===== src/rtl/mmio_pkg.sv =====
`default_nettype none
// ============================================================================
//  Module      : mmio_pkg
//  Description : Shared types and constants for the MMIO bus arbiter:
//                arbiter state enum, MMIO address map, default access length.
//  Revision    : 1.0 - initial release
// ============================================================================
package mmio_pkg;

  typedef enum logic [0:0] {
    S_IDLE   = 1'b0,
    S_ACCESS = 1'b1
  } state_t;

  // MMIO address map seen by the address decoder
  localparam logic [31:0] c_addr_sprite   = 32'h0000_0FA0;
  localparam logic [31:0] c_addr_obstacle = 32'h0000_0FA4;
  localparam logic [31:0] c_addr_ps2      = 32'h0000_0FA8;
  // Data memory occupies addresses below this limit
  localparam logic [31:0] c_dmem_limit    = 32'h0000_0FA0;

  localparam int c_default_access_cycles = 2;

endpackage
`default_nettype wire


===== src/rtl/mmio_bus_arbiter_if.sv =====
`default_nettype none
// ============================================================================
//  Module      : mmio_bus_arbiter_if
//  Description : Requester handshakes and shared bus signals of the MMIO
//                arbiter. slave = arbiter view, master = requester/memory view.
//  Revision    : 1.0 - initial release
// ============================================================================
interface mmio_bus_arbiter_if #(
  parameter int ADDR_W = 32
);
  logic              m0_req,   m1_req;
  logic [ADDR_W-1:0] m0_addr,  m1_addr;
  logic [ADDR_W-1:0] m0_wdata, m1_wdata;
  logic              m0_we,    m1_we;
  logic              m0_lock,  m1_lock;
  logic              m0_gnt,   m1_gnt;
  logic              m0_done,  m1_done;
  logic [ADDR_W-1:0] rdata;
  logic [ADDR_W-1:0] bus_addr;
  logic [ADDR_W-1:0] bus_wdata;
  logic              bus_we;
  logic [ADDR_W-1:0] bus_rdata;

  modport slave (
    input  m0_req, m1_req, m0_addr, m1_addr, m0_wdata, m1_wdata,
           m0_we, m1_we, m0_lock, m1_lock, bus_rdata,
    output m0_gnt, m1_gnt, m0_done, m1_done, rdata,
           bus_addr, bus_wdata, bus_we
  );

  modport master (
    output m0_req, m1_req, m0_addr, m1_addr, m0_wdata, m1_wdata,
           m0_we, m1_we, m0_lock, m1_lock, bus_rdata,
    input  m0_gnt, m1_gnt, m0_done, m1_done, rdata,
           bus_addr, bus_wdata, bus_we
  );
endinterface
`default_nettype wire


===== src/rtl/rr_arbiter2.sv =====
`default_nettype none
// ============================================================================
//  Module      : rr_arbiter2
//  Description : Two-way round-robin winner selection. On a tie the requester
//                that was not served last wins. One-hot grant out.
//  Revision    : 1.0 - initial release
// ============================================================================
module rr_arbiter2 (
  input  wire logic [1:0] req,
  input  wire logic       last_served,
  output logic      [1:0] gnt
);

  // Single requester wins outright; a tie goes to the one not served last
  always_comb begin
    gnt = 2'b00;
    case (req)
      2'b01:   gnt = 2'b01;
      2'b10:   gnt = 2'b10;
      2'b11:   gnt = last_served ? 2'b01 : 2'b10;
      default: gnt = 2'b00;
    endcase
  end

endmodule
`default_nettype wire


===== src/rtl/mmio_bus_arbiter.sv =====
`default_nettype none
// ============================================================================
//  Module      : mmio_bus_arbiter
//  Description : Arbitrates CPU (m0) and sprite/obstacle mover (m1) onto one
//                MMIO bus. IDLE -> ACCESS for ACCESS_CYCLES cycles, registered
//                done pulse and read-data capture on the last access cycle.
//                Optional macro MMIO_ARB_LOCK_EN: owner's lock keeps the bus
//                for its immediately following request.
//  Revision    : 1.0 - initial release
// ============================================================================
module mmio_bus_arbiter
  import mmio_pkg::*;
#(
  parameter int ACCESS_CYCLES = c_default_access_cycles,
  parameter int ADDR_W        = 32
) (
  input  wire logic          clk,
  input  wire logic          reset_n,
  mmio_bus_arbiter_if.slave  bus
);

  localparam logic [3:0] c_cnt_load = 4'(ACCESS_CYCLES);

  state_t            r_state, w_state_nxt;
  logic [3:0]        r_cnt;
  logic              r_owner;      // 0 = m0, 1 = m1
  logic              r_rr_ptr;     // requester that wins the next tie
  logic [ADDR_W-1:0] r_addr, r_wdata, r_rdata;
  logic              r_we;
  logic [1:0]        r_done;
  logic [1:0]        w_req, w_rr_gnt, w_win;
  logic              w_last_served, w_lock_hit, w_load, w_last, w_access;

  assign w_req         = {bus.m1_req, bus.m0_req};
  assign w_last_served = ~r_rr_ptr;

  rr_arbiter2 u_rr (
    .req         (w_req),
    .last_served (w_last_served),
    .gnt         (w_rr_gnt)
  );

`ifdef MMIO_ARB_LOCK_EN
  // r_done is high only in the IDLE cycle right after the owner finished,
  // so a lock can only carry over into the very next request.
  logic [1:0] w_lock_req;
  assign w_lock_req = r_done & {bus.m1_lock, bus.m0_lock} & w_req;
  assign w_lock_hit = |w_lock_req;
  assign w_win      = w_lock_hit ? w_lock_req : w_rr_gnt;
`else
  logic unused_lock;
  assign unused_lock = bus.m0_lock ^ bus.m1_lock;
  assign w_lock_hit  = 1'b0;
  assign w_win       = w_rr_gnt;
`endif

  // State register
  always_ff @(posedge clk or negedge reset_n) begin
    if (!reset_n) r_state <= S_IDLE;
    else          r_state <= w_state_nxt;
  end

  // Next state: grant on any request in IDLE, leave ACCESS when the count ends
  always_comb begin
    w_state_nxt = r_state;
    w_load      = 1'b0;
    w_last      = 1'b0;
    case (r_state)
      S_IDLE: begin
        if (|w_req) begin
          w_state_nxt = S_ACCESS;
          w_load      = 1'b1;
        end
      end
      S_ACCESS: begin
        if (r_cnt <= 4'd1) begin
          w_state_nxt = S_IDLE;
          w_last      = 1'b1;
        end
      end
      default: w_state_nxt = S_IDLE;
    endcase
  end

  // Latch the winner's transaction, run the access counter, pulse done
  always_ff @(posedge clk or negedge reset_n) begin
    if (!reset_n) begin
      r_cnt    <= 4'd0;
      r_owner  <= 1'b0;
      r_rr_ptr <= 1'b0;
      r_addr   <= '0;
      r_wdata  <= '0;
      r_we     <= 1'b0;
      r_rdata  <= '0;
      r_done   <= 2'b00;
    end else begin
      r_done <= 2'b00;
      if (w_load) begin
        r_owner <= w_win[1];
        r_addr  <= w_win[1] ? bus.m1_addr  : bus.m0_addr;
        r_wdata <= w_win[1] ? bus.m1_wdata : bus.m0_wdata;
        r_we    <= w_win[1] ? bus.m1_we    : bus.m0_we;
        r_cnt   <= c_cnt_load;
        if (!w_lock_hit) r_rr_ptr <= ~w_win[1];
      end else if (w_access) begin
        r_cnt <= r_cnt - 4'd1;
      end
      if (w_last) begin
        r_done <= r_owner ? 2'b10 : 2'b01;
        if (!r_we) r_rdata <= bus.bus_rdata;
      end
    end
  end

  // Bus drives only during ACCESS so no decoder write enable leaks in IDLE
  assign w_access      = (r_state == S_ACCESS);
  assign bus.m0_gnt    = w_access & ~r_owner;
  assign bus.m1_gnt    = w_access &  r_owner;
  assign bus.bus_addr  = w_access ? r_addr  : '0;
  assign bus.bus_wdata = w_access ? r_wdata : '0;
  assign bus.bus_we    = w_access & r_we;
  assign bus.m0_done   = r_done[0];
  assign bus.m1_done   = r_done[1];
  assign bus.rdata     = r_rdata;

endmodule
`default_nettype wire


===== src/flat_wrapper.sv =====
// flat-port wrapper written by rule: the top's interface ports become plain ports
module mmio_bus_arbiter_flat import mmio_pkg::*;
#(
  parameter int ACCESS_CYCLES = c_default_access_cycles,
  parameter int ADDR_W        = 32
)
  (clk, reset_n, bus_m0_req, bus_m1_req, bus_m0_addr, bus_m1_addr, bus_m0_wdata, bus_m1_wdata, bus_m0_we, bus_m1_we, bus_m0_lock, bus_m1_lock, bus_bus_rdata, bus_m0_gnt, bus_m1_gnt, bus_m0_done, bus_m1_done, bus_rdata, bus_bus_addr, bus_bus_wdata, bus_bus_we);
  mmio_bus_arbiter_if #(.ADDR_W(ADDR_W)) bus_i ();
  input  wire logic clk;
  input  wire logic reset_n;
  input wire logic [$bits(bus_i.m0_req)-1:0] bus_m0_req;
  input wire logic [$bits(bus_i.m1_req)-1:0] bus_m1_req;
  input wire logic [$bits(bus_i.m0_addr)-1:0] bus_m0_addr;
  input wire logic [$bits(bus_i.m1_addr)-1:0] bus_m1_addr;
  input wire logic [$bits(bus_i.m0_wdata)-1:0] bus_m0_wdata;
  input wire logic [$bits(bus_i.m1_wdata)-1:0] bus_m1_wdata;
  input wire logic [$bits(bus_i.m0_we)-1:0] bus_m0_we;
  input wire logic [$bits(bus_i.m1_we)-1:0] bus_m1_we;
  input wire logic [$bits(bus_i.m0_lock)-1:0] bus_m0_lock;
  input wire logic [$bits(bus_i.m1_lock)-1:0] bus_m1_lock;
  input wire logic [$bits(bus_i.bus_rdata)-1:0] bus_bus_rdata;
  output wire logic [$bits(bus_i.m0_gnt)-1:0] bus_m0_gnt;
  output wire logic [$bits(bus_i.m1_gnt)-1:0] bus_m1_gnt;
  output wire logic [$bits(bus_i.m0_done)-1:0] bus_m0_done;
  output wire logic [$bits(bus_i.m1_done)-1:0] bus_m1_done;
  output wire logic [$bits(bus_i.rdata)-1:0] bus_rdata;
  output wire logic [$bits(bus_i.bus_addr)-1:0] bus_bus_addr;
  output wire logic [$bits(bus_i.bus_wdata)-1:0] bus_bus_wdata;
  output wire logic [$bits(bus_i.bus_we)-1:0] bus_bus_we;
  assign bus_i.m0_req = bus_m0_req;
  assign bus_i.m1_req = bus_m1_req;
  assign bus_i.m0_addr = bus_m0_addr;
  assign bus_i.m1_addr = bus_m1_addr;
  assign bus_i.m0_wdata = bus_m0_wdata;
  assign bus_i.m1_wdata = bus_m1_wdata;
  assign bus_i.m0_we = bus_m0_we;
  assign bus_i.m1_we = bus_m1_we;
  assign bus_i.m0_lock = bus_m0_lock;
  assign bus_i.m1_lock = bus_m1_lock;
  assign bus_i.bus_rdata = bus_bus_rdata;
  assign bus_m0_gnt = bus_i.m0_gnt;
  assign bus_m1_gnt = bus_i.m1_gnt;
  assign bus_m0_done = bus_i.m0_done;
  assign bus_m1_done = bus_i.m1_done;
  assign bus_rdata = bus_i.rdata;
  assign bus_bus_addr = bus_i.bus_addr;
  assign bus_bus_wdata = bus_i.bus_wdata;
  assign bus_bus_we = bus_i.bus_we;
  mmio_bus_arbiter #(.ACCESS_CYCLES(ACCESS_CYCLES), .ADDR_W(ADDR_W)) u_core (.clk(clk), .reset_n(reset_n), .bus(bus_i));
endmodule

===== config.mk =====
export PLATFORM = sky130hd
export DESIGN_NAME = mmio_bus_arbiter_flat
export DESIGN_NICKNAME = d
export VERILOG_FILES = /design/src/rtl/mmio_pkg.sv /design/src/rtl/mmio_bus_arbiter_if.sv /design/src/rtl/rr_arbiter2.sv /design/src/rtl/mmio_bus_arbiter.sv /design/src/flat_wrapper.sv
export SDC_FILE = /design/constraint.sdc
export NUM_CORES = 1
export LEC_CHECK = 0
export CAP_MARGIN = 25
export CELL_PAD_IN_SITES_DETAIL_PLACEMENT = 0
export CELL_PAD_IN_SITES_GLOBAL_PLACEMENT = 1
export CORE_UTILIZATION = 29
export CTS_CLUSTER_DIAMETER = 60
export CTS_CLUSTER_SIZE = 14
export DETAILED_ROUTE_END_ITERATION = 10
export GPL_TIMING_DRIVEN = 0
export PLACE_DENSITY = 0.83
export SLEW_MARGIN = 20
export SYNTH_ARGS = -nofsm -noshare
export SYNTH_HDL_FRONTEND = slang
export SYNTH_SLANG_ARGS = --single-unit

===== constraint.sdc =====
create_clock -name clk -period 1.9 [get_ports clk]
set_input_delay 0.57 -clock clk [delete_from_list [all_inputs] [get_ports clk]]
set_output_delay 0.57 -clock clk [all_outputs]
set_load 0.005 [all_outputs]

==> impl_metrics.env <==
export IMPL_die_area_mm2=0.0173
export IMPL_ant_nets=0
export IMPL_ys_seq_elements=106
export IMPL_htree_levels=3
export IMPL_cts_tree="built"
export IMPL_hold_buffers=0
export IMPL_io_buffer_count=266
export IMPL_use_met2=0.317
export IMPL_powerDensity_mw_per_mm2=1490
export IMPL_ir_drop_worst_case_vdd_mv=0.622
export IMPL_num_rows=46
export IMPL_p_clk_frac=0.137
export IMPL_dp_hpwl_um=11400
export IMPL_power_share_switching=0.292
export IMPL_required_ns=1.33
export IMPL_clock_tree_buffer_depth=2
export IMPL_rsz0062_at_grt="yes"
export IMPL_max_transition_margin=0.658
export IMPL_die_h_um=131
export IMPL_tritoncts_num_buffers=9
export IMPL_layout_nets=869
export IMPL_final_min_period_over_clock_period=1.08
export IMPL_insertedDiodeCount=0
export IMPL_hold_viol=0
export IMPL_global_route_wire_length_before_repair_um=25000
export IMPL_holdWs_ns=0.150
export IMPL_gr_usage_all_layers=0.184
export IMPL_criticalPathCategory="flop to primary output"
export IMPL_final_min_clock_period_ns=2.05
export IMPL_fin_total_pwr_mw=13.3
export IMPL_timing_max_cap_violations=0
export IMPL_cp_start_kind="flop"
export IMPL_drive_above_1_share=0.339
export IMPL_syn_instance_count=395
export IMPL_arrival_time_of_the_worst_setup_path_ns=1.48
export IMPL_worstPathCellList="buf_12 -> clkbuf_16 -> buf_8 -> and2_4 -> buf_6"
export IMPL_synth_mux_area_fraction=0.0742
export IMPL_final_setup_viol_count=96
export IMPL_initial_core_util=0.301
export IMPL_clk_latency_ns=0.35
export IMPL_cts_num_sinks=106
export IMPL_synth_top_family_by_area="simple AND/OR/NAND/NOR gates"
export IMPL_worst_slew_pin_slew_ns=0.512
export IMPL_worstSetupEndpointType="primary output"
export IMPL_mean_syn_cell_area_um2=12.3
export IMPL_clk_transition_reported_paths_ns=0.08
export IMPL_comb_power_share=0.567
export IMPL_post_drt_wl_per_cell_um=17.8
export IMPL_compound_gate_fraction_of_synth_area=0.149
export IMPL_internal_power_mw=9.43
export IMPL_drt_initial_drc_count=130
export IMPL_synth_area_mm2=0.00486
export IMPL_initial_antenna_violation_count=0
export IMPL_wirelength_um=16400
export IMPL_synth_cell_type_count=29
export IMPL_outcome="finished with violations"
export IMPL_vias_per_cell=4.77
export IMPL_violations="setup timing"
export IMPL_final_worst_slack_ns=-0.152
export IMPL_route_vias_total=4389
export IMPL_detail_route_first_pass_iterations=4
export IMPL_ys_seq_area_frac=0.546
export IMPL_detail_route_drc_violations=0
export IMPL_syn_num_nets=565
export IMPL_p_seq_frac=0.296
export IMPL_fillers=1378
export IMPL_clockRootBuffer="sky130_fd_sc_hd__clkbuf_16"
export IMPL_first_global_vias=4556
export IMPL_use_met1=0.223
export IMPL_grt_busiest_layer="met2"
export IMPL_grt_overflow_total=0
export IMPL_critical_path_max_fanout=6
export IMPL_area_growth_syn_to_layout_pct=84.4
export IMPL_worst_clock_skew_ns=0.00850
export IMPL_timing_critical_path_slowest_cell_delay_ns=0.45
export IMPL_core_region_area_mm2=0.0161
export IMPL_fmax_ghz=0.487
export IMPL_yosys_area_share_simple=0.187
export IMPL_post_synth_xor_area_fraction=0
export IMPL_design_portCount=269
export IMPL_total_leakage_power_nw=4.03
export IMPL_timing_critical_path_slowest_stage_cell="sky130_fd_sc_hd__dfrtp_2"
export IMPL_synth_warning_count=0
export IMPL_power_switching_mw=3.90
export IMPL_timing_hold_worst_class="input port to asynchronous set/reset pin"
export IMPL_largest_net_degree_at_the_start_of_global_routing=61
export IMPL_dieWidth_um=131
export IMPL_final_report_max_slew_violation_count=0
export IMPL_synth_fa_ha_area_frac=0.00515
export IMPL_placer_congestion_estimate=0.816
export IMPL_global_route_usage_met3=0.0532
[stage by stage]
stage	setup WS [ns]	TNS, ns	utilization	cells	area [µm²]
2_1_floorplan	0.290	0	-	395	4860
3_3_place_gp	-3.83	-454.38	0.483	877	7790
3_5_place_dp	-0.714	-55.02	0.485	878	7820
4_1_cts	-0.199	-12.17	0.531	910	8550
5_1_grt	-0.206	-11.57	0.556	920	8960
6_report	-0.152	-6.42	0.556	920	8960
[layout by cell type, fill, tap and decap left out, drive strengths merged]
cell and instances:
o311ai 1, mux2 32, o21bai 1, nand2 2, buf 109, a21oi 1
a221o 65, clkinv 1, clkinvlp 2, dlygate4sd2 1, nor2 3, nor3 2
dfrtp 106, clkdlybuf4s50 196, o211a 1, dlymetal6s2s 1, a211oi 1, clkbuf 28
nand3 1, o41ai 1, inv 7, o21ai 2, nand2b 1, ha 2
nor4 3, and2 132, a21o 2
[flip-flops by register name, summed over array words and instances (netlist names)]
signal and count:
u_core.bus.rdata 32, u_core.r_addr 32, u_core.r_wdata 32, u_core.r_cnt 4
u_core.r_done 2, u_core.r_owner 1, u_core.r_rr_ptr 1, u_core.r_state 1
u_core.r_we 1
[layer usage]
layer / wire length (µm) / vias up
met3: 1130 / 12
met4: 158 / 0
met1: 6830 / 2172
li1: - / 2037
met2: 8250 / 168
met5: 0 / -
[synthesized netlist by cell type]
library cell	number	area (µm²)
sky130_fd_sc_hd__dfrtp_1	106	2650
sky130_fd_sc_hd__buf_2	8	40.0
sky130_fd_sc_hd__nor3_1	2	10.0
sky130_fd_sc_hd__mux2_1	1	11.3
sky130_fd_sc_hd__buf_4	4	30.0
sky130_fd_sc_hd__o211a_1	1	10.0
sky130_fd_sc_hd__buf_6	4	45.0
sky130_fd_sc_hd__nor4_4	1	21.3
sky130_fd_sc_hd__inv_2	1	3.75
sky130_fd_sc_hd__a211oi_1	1	7.51
sky130_fd_sc_hd__nand3_1	1	5.00
sky130_fd_sc_hd__o21bai_1	1	7.51
sky130_fd_sc_hd__nand2_1	2	7.51
sky130_fd_sc_hd__and2_1	131	820
sky130_fd_sc_hd__clkbuf_1	15	56.3
sky130_fd_sc_hd__o41ai_1	1	8.76
sky130_fd_sc_hd__a21o_1	2	15.0
sky130_fd_sc_hd__nor2_1	3	11.3
sky130_fd_sc_hd__nor4_1	2	12.5
sky130_fd_sc_hd__mux2_2	31	349
sky130_fd_sc_hd__a221o_1	65	651
sky130_fd_sc_hd__nand2b_4	1	13.8
sky130_fd_sc_hd__o311ai_0	1	8.76
sky130_fd_sc_hd__ha_1	2	25.0
sky130_fd_sc_hd__inv_1	3	11.3
sky130_fd_sc_hd__buf_1	1	3.75
sky130_fd_sc_hd__a21oi_1	1	5.00
sky130_fd_sc_hd__o21ai_0	2	10.0
sky130_fd_sc_hd__and2_0	1	6.26
[repair_timing]
action | in CTS | in global routing
pin swaps | 1 | 1
setup buffers | 11 | 8
gates cloned | 5 | 4
gates resized for setup | 411 | 83
setup endpoints to repair | 136 | 148
[layout make-up]
type                    instances  area [µm²]  share of cell area
repair buffers                294        3120               0.348
flip-flops and latches        106        2650               0.296
multi-input cells             253        2300               0.257
plain buffers                  31         315              0.0352
well taps                     216         270              0.0302
clock buffers                  10         239              0.0267
clock inverters                 6        46.3             0.00517
inverters                       4        15.0             0.00168
[power by group through the flow]
stage               combinational [mW]  sequential [mW]  clock [mW]
detailed placement                5.79             3.88           0
finish                            7.55             3.94        1.83
global placement                  5.72             3.83           0
global route                      8.08             4.08        1.98
floorplan                         2.73             3.78           0
CTS                               6.71             3.90        1.88
[cell families (layout without fill, tap and decap cells)]
| family | after synthesis | after routing |
|---|---|---|
| AOI/OAI and AO/OA | 75 | 75 |
| adders and majority gates | 2 | 2 |
| buffers and inverters | 36 | 345 |
| DFF | 106 | 106 |
| muxes | 32 | 32 |
| and+or+nand+nor | 144 | 144 |
[path summary, 6_finish.rpt]
kind / cells past startpoint / slack (ns) / start / endpoint
worst min register to register: 1 / 0.51 / u_core.bus.rdata[0]$_DFFE_PN0P_ / u_core.bus.rdata[0]$_DFFE_PN0P_
worst max register to register: 8 / -0.05 / u_core.r_state$_DFF_PN0_ / u_core.bus.rdata[21]$_DFFE_PN0P_
max in group asynchronous: 2 / 1.07 / reset_n / u_core.r_state$_DFF_PN0_
min in group clk: 1 / 0.51 / u_core.bus.rdata[0]$_DFFE_PN0P_ / u_core.bus.rdata[0]$_DFFE_PN0P_
worst max-delay path: 5 / -0.15 / u_core.r_state$_DFF_PN0_ / bus_bus_wdata[27]
worst min-delay path: 1 / 0.15 / reset_n / u_core.bus.rdata[24]$_DFFE_PN0P_
[worst max-delay path: cells and delay by family (launching register included)]
| family | cells | cell delay, ns |
|---|---|---|
| flip-flops | 1 | 0.45 |
| AND/OR/NAND/NOR | 1 | 0.13 |
| buffers and inverters | 4 | 0.54 |
Note: power is estimated with default switching activity, not from simulation.
